## config.mk

```make
export PLATFORM = sky130hd
export DESIGN_NAME = program_counter_flat
export DESIGN_NICKNAME = d
export VERILOG_FILES = /design/src/rtl/program_counter_if.sv /design/src/rtl/program_counter.sv /design/src/flat_wrapper.sv
export SDC_FILE = /design/constraint.sdc
export NUM_CORES = 1
export LEC_CHECK = 0
export ABC_AREA = 1
export CAP_MARGIN = 30
export CORE_UTILIZATION = 57
export CTS_BUF_LIST = sky130_fd_sc_hd__clkbuf_4 sky130_fd_sc_hd__clkbuf_8
export CTS_CLUSTER_SIZE = 30
export DETAILED_ROUTE_END_ITERATION = 6
export GPL_TIMING_DRIVEN = 0
export PLACE_DENSITY_LB_ADDON = 0.15
export SKIP_LAST_GASP = 1
export SYNTH_ARGS = -nofsm -noshare
export SYNTH_HDL_FRONTEND = slang
export SYNTH_SLANG_ARGS = --single-unit
```

## constraint.sdc

```tcl
create_clock -name clk -period 2.8 [get_ports clk]
set_input_delay 0.7 -clock clk [delete_from_list [all_inputs] [get_ports clk]]
set_output_delay 0.7 -clock clk [all_outputs]
set_load 0.005 [all_outputs]
```

## src/rtl/program_counter_if.sv

```systemverilog
// rtl/program_counter_if.sv - request/status bundle between fetch control and the program counter
interface program_counter_if #(
    parameter int ADDR_WIDTH  = 8,
    parameter int STACK_DEPTH = 4
);
    localparam int DEPTH_W = $clog2(STACK_DEPTH + 1);

    logic                  pcEn;
    logic                  branchEn;
    logic                  callEn;
    logic                  returnEn;
    logic [ADDR_WIDTH-1:0] branchTarget;
    logic [ADDR_WIDTH-1:0] pc;
    logic                  delayEn;
    logic [DEPTH_W-1:0]    stackDepth;
    logic                  stackErr;

    modport master (
        output pcEn, branchEn, callEn, returnEn, branchTarget,
        input  pc, delayEn, stackDepth, stackErr
    );

    modport slave (
        input  pcEn, branchEn, callEn, returnEn, branchTarget,
        output pc, delayEn, stackDepth, stackErr
    );
endinterface

```

## src/rtl/program_counter.sv

```systemverilog
// rtl/program_counter.sv - fetch-stage program counter with return-address stack
module program_counter #(
    parameter int                    ADDR_WIDTH  = 8,
    parameter int                    STACK_DEPTH = 4,
    parameter logic [ADDR_WIDTH-1:0] RESET_ADDR  = '0
) (
    input logic              clk,
    input logic              reset,
    program_counter_if.slave bus
);
    localparam int DEPTH_W = $clog2(STACK_DEPTH + 1);
    localparam int PTR_W   = $clog2(STACK_DEPTH);
    localparam logic [DEPTH_W-1:0] FULL = DEPTH_W'(STACK_DEPTH);

    logic [ADDR_WIDTH-1:0] pcReg;
    logic [ADDR_WIDTH-1:0] pcNext;
    logic [ADDR_WIDTH-1:0] pcPlusOne;
    logic                  delayReg;
    logic                  delayNext;
    logic [DEPTH_W-1:0]    depthReg;
    logic [DEPTH_W-1:0]    depthNext;
    logic                  errReg;
    logic                  errNext;
    logic                  pushEn;
    logic [ADDR_WIDTH-1:0] stackMem [STACK_DEPTH];
    logic [PTR_W-1:0]      topIdx;
    logic [PTR_W-1:0]      pushIdx;

    // Stack grows upward: entry depth-1 is the top, entry depth is the next free slot.
    assign pcPlusOne = pcReg + ADDR_WIDTH'(1);
    assign topIdx    = PTR_W'(depthReg - DEPTH_W'(1));
    assign pushIdx   = PTR_W'(depthReg);

    // Pick the single action for this cycle: return > call > branch > increment.
    always_comb begin
        pcNext    = pcReg;
        delayNext = 1'b0;
        depthNext = depthReg;
        errNext   = errReg;
        pushEn    = 1'b0;
        if (bus.pcEn) begin
            if (bus.returnEn) begin
                if (depthReg != '0) begin
                    pcNext    = stackMem[topIdx];
                    depthNext = depthReg - DEPTH_W'(1);
                    delayNext = 1'b1;
                end else begin
                    // Underflow falls through as a plain increment with no redirect.
                    pcNext  = pcPlusOne;
                    errNext = 1'b1;
                end
            end else if (bus.callEn) begin
                pcNext    = bus.branchTarget;
                delayNext = 1'b1;
                if (depthReg != FULL) begin
                    pushEn    = 1'b1;
                    depthNext = depthReg + DEPTH_W'(1);
                end else begin
                    // Overflow still jumps; the return address is simply lost.
                    errNext = 1'b1;
                end
            end else if (bus.branchEn) begin
                pcNext    = bus.branchTarget;
                delayNext = 1'b1;
            end else begin
                pcNext = pcPlusOne;
            end
        end
    end

    // Architectural state registers; reset overrides the enable.
    always_ff @(posedge clk) begin
        if (reset) begin
            pcReg    <= RESET_ADDR;
            delayReg <= 1'b0;
            depthReg <= '0;
            errReg   <= 1'b0;
        end else begin
            pcReg    <= pcNext;
            delayReg <= delayNext;
            depthReg <= depthNext;
            errReg   <= errNext;
        end
    end

    // Return-address storage; contents are meaningless above the current depth, so no reset.
    always_ff @(posedge clk) begin
        if (pushEn && !reset) begin
            stackMem[pushIdx] <= pcPlusOne;
        end
    end

    assign bus.pc         = pcReg;
    assign bus.delayEn    = delayReg;
    assign bus.stackDepth = depthReg;
    assign bus.stackErr   = errReg;
endmodule

```

## src/flat_wrapper.sv

```systemverilog
// flat-port wrapper written by rule: the top's interface ports become plain ports
module program_counter_flat 
#(
    parameter int                    ADDR_WIDTH  = 8,
    parameter int                    STACK_DEPTH = 4,
    parameter logic [ADDR_WIDTH-1:0] RESET_ADDR  = '0
)
  (clk, reset, bus_pcEn, bus_branchEn, bus_callEn, bus_returnEn, bus_branchTarget, bus_pc, bus_delayEn, bus_stackDepth, bus_stackErr);
  program_counter_if #(.ADDR_WIDTH(ADDR_WIDTH), .STACK_DEPTH(STACK_DEPTH)) bus_i ();
  input logic clk;
  input logic reset;
  input wire logic [$bits(bus_i.pcEn)-1:0] bus_pcEn;
  input wire logic [$bits(bus_i.branchEn)-1:0] bus_branchEn;
  input wire logic [$bits(bus_i.callEn)-1:0] bus_callEn;
  input wire logic [$bits(bus_i.returnEn)-1:0] bus_returnEn;
  input wire logic [$bits(bus_i.branchTarget)-1:0] bus_branchTarget;
  output wire logic [$bits(bus_i.pc)-1:0] bus_pc;
  output wire logic [$bits(bus_i.delayEn)-1:0] bus_delayEn;
  output wire logic [$bits(bus_i.stackDepth)-1:0] bus_stackDepth;
  output wire logic [$bits(bus_i.stackErr)-1:0] bus_stackErr;
  assign bus_i.pcEn = bus_pcEn;
  assign bus_i.branchEn = bus_branchEn;
  assign bus_i.callEn = bus_callEn;
  assign bus_i.returnEn = bus_returnEn;
  assign bus_i.branchTarget = bus_branchTarget;
  assign bus_pc = bus_i.pc;
  assign bus_delayEn = bus_i.delayEn;
  assign bus_stackDepth = bus_i.stackDepth;
  assign bus_stackErr = bus_i.stackErr;
  program_counter #(.ADDR_WIDTH(ADDR_WIDTH), .STACK_DEPTH(STACK_DEPTH), .RESET_ADDR(RESET_ADDR)) u_core (.clk(clk), .reset(reset), .bus(bus_i));
endmodule
```

==> metrics <==
final wirelength 4620 µm; CTS tree done; crit path kind register to register; period utilization 95.9%; total power divided by cell area 626 nW/µm²; largest net degree at the start of global routing 16; internal power 1200 µW; Reg power frac 47.4%; dominant cells by area after synthesis edfxtp_1 (46%), dfxtp_1 (12%), nand2_1 (9.3%); worst hold path class register to register; Critical R2R Launch u_core.bus.stackDepth[0]$_SDFFE_PP0P_; Mean Syn Cell Area 9.17 µm²; # port buffers 25; Final Power 1600 µW; first-pass GRT wire length 7600 µm; Worst Skew 0.00784 ns; Commonest cells post-synth nand2_1 (52), edfxtp_1 (32), nor2_1 (26), inv_1 (22), nand3_1 (21); most numerous cell in the Yosys netlist nand2_1; maximum VDD drop 444 µV; post-route setup slack 0.114 ns; post-synthesis cell area 2110 µm²; RSZ-0062 raised after global routing true; Core Footprint 3440 µm²; number of synthesized flops with an enable pin 32; Slew Limit Fails 0; H-tree levels 2; Post-CTS Setup Inserts 0; prevailing post-synth register cell edfxtp_1; Die Span X 62.8 µm; Core Rows 21; Tmin final 2.69 ns; register area share after synthesis 57.9%; Switching Share 24.8%; Worst Setup End Kind register; Worst-Margin Slew 0.759 ns; Syn Inst Count 230; TritonCTS Sinks 45; Slew headroom 49.2%; clk buf depth 2; buffer and inverter count on the worst path 2; antenna diode count 0; vias 1659; DR iter-0 viols 80; Worst Path Required 2.73 ns; Initial Utilization 61.3%; endpoints failing hold 0; vias in the first global route 1597; DRT antenna net count 0; worst skew pair latency 0.30 ns; hpwl dp 3160 µm; Setup TNS 0 ns; Avg WL per Cell 14.9 µm; #FFs+latches synth 45; CTS Root Cell clkbuf_8; Fmax 372 MHz; area grow syn2layout 21.2%; post-layout util 74.3%; GRT Util Overall 26.1%; die height 62.8 µm; min-delay src u_core.bus.stackErr$_SDFFE_PP0P_; Max Cap Viol 0; Setup violations, final 0; nets 282; startpoint types register; drc violations 0; family with the most delay on the worst path simple AND/OR/NAND/NOR gates; largest area contributor in the netlist edfxtp_1; WHS 0.491 ns; post-synth top area share 45.6%; crit path max fanout 12; Net Switching 398 µW; asr flop ratio synth 0%; CP arrival 2.62 ns; pre-CTS worst setup slack -0.0950 ns; Reg clk slew, reported paths 0.09 ns; outcome completed; first-pass iteration count of the detailed router 6; initial antenna violation count 0; Yosys cell types 23; vias per cell 5.37; yosys warns 0; CP startpoint u_core.bus.stackDepth[0]$_SDFFE_PP0P_; clock power share 36.7%; total CTS buffers 5; IO Pins 27; Slowest-stage cell, CP nor2_1; Placer Congestion 0.862; leak pwr 0.00102 µW; share of layout cells above drive strength 1 7.60%; crit-path cells inv_1, buf_2, ha_1, a21oi_1, nand4_1, nor2_1; CP max stage delay 0.67 ns; Synth Net Count 250; full die area 3950 µm²; Combinational Power Share 15.9%; total gr overflow 0
-- tightest hold or removal path: cells and delay by family (launching register included) --
kind,cells,cell delay [ns]
simple gates,1,0.08
compound gates,1,0.04
flops,1,0.33
-- kinds of logic (layout without fill, tap and decap cells) --
| group | after synthesis | after routing | share of synthesized area (%) |
|---|---|---|---|
| compound gates | 37 | 37 | 9.14 |
| flops | 45 | 45 | 57.9 |
| fa+ha+maj | 6 | 6 | 3.56 |
| simple gates | 106 | 106 | 21.1 |
| xor+xnor | 5 | 5 | 2.08 |
| buf+inv | 31 | 64 | 6.17 |
-- sequential cells by signal, indices dropped and copies added (netlist names) --
| register | cells |
|---|---|
| u_core.bus.delayEn | 1 |
| u_core.bus.pc | 8 |
| u_core.bus.stackDepth | 3 |
| u_core.bus.stackErr | 1 |
| u_core.stackMem | 32 |
-- power groups by stage --
| stage | registers (µW) | clock network, µW | logic, µW |
|---|---|---|---|
| global route | 762 | 620 | 283 |
| detailed placement | 774 | 0 | 248 |
| finish | 759 | 588 | 254 |
| floorplan | 772 | 0 | 149 |
| global placement | 773 | 0 | 244 |
| CTS | 759 | 593 | 252 |
-- area by class of cell --
class,instances,area (µm²)
Timing Repair Buffer,25,250
Clock buffer,5,68.8
Clock inverter,3,68.8
Fill cell,241,886
Inverter,24,90.1
Tap cell,46,57.6
Buffer,7,40.0
Sequential cell,45,1220
Multi-Input combinational cell,154,759
-- routing by layer --
metal / vias up / part of all wire (%) / GRT usage [%]
met1: 758 / 45 / 35.8
li1: 827 / - / -
met2: 69 / 45 / 39.7
met4: 0 / 1.4 / 9.59
met5: - / 0 / 0
met3: 5 / 8.5 / 6.75
-- metrics by stage --
stage,instances,instance area [µm²]
after global placement,301,2420
after CTS,309,2550
final,309,2560
after detailed placement,301,2420
after floorplan,230,2110
after global routing,309,2560
-- final timing paths --
path         cells past startpoint  slack, ns                                to
max                              6       0.11   u_core.stackMem[2][7]$_DFFE_PP_
min                              2       0.49  u_core.bus.stackErr$_SDFFE_PP0P_
max reg2reg                      6       0.11   u_core.stackMem[2][7]$_DFFE_PP_
min reg2reg                      2       0.49  u_core.bus.stackErr$_SDFFE_PP0P_
-- timing repair --
item | CTS | global route
hold buffers | 0 | 0
gates resized for setup | 0 | 1
hold endpoints to repair | 0 | 0
setup endpoints to repair | 0 | 32
-- cell usage in the layout (no fill, tap or decap), types with 5 or more instances in the layout --
master,count
nand2_1,52
edfxtp_1,32
a21oi_1,15
clkbuf_8,5
nand3_1,21
dfxtp_1,13
buf_2,5
nor2_1,25
inv_1,22
o21ai_0,16
ha_1,6
clkdlybuf4s50_1,25
Note: power is estimated with default switching activity, not from simulation.
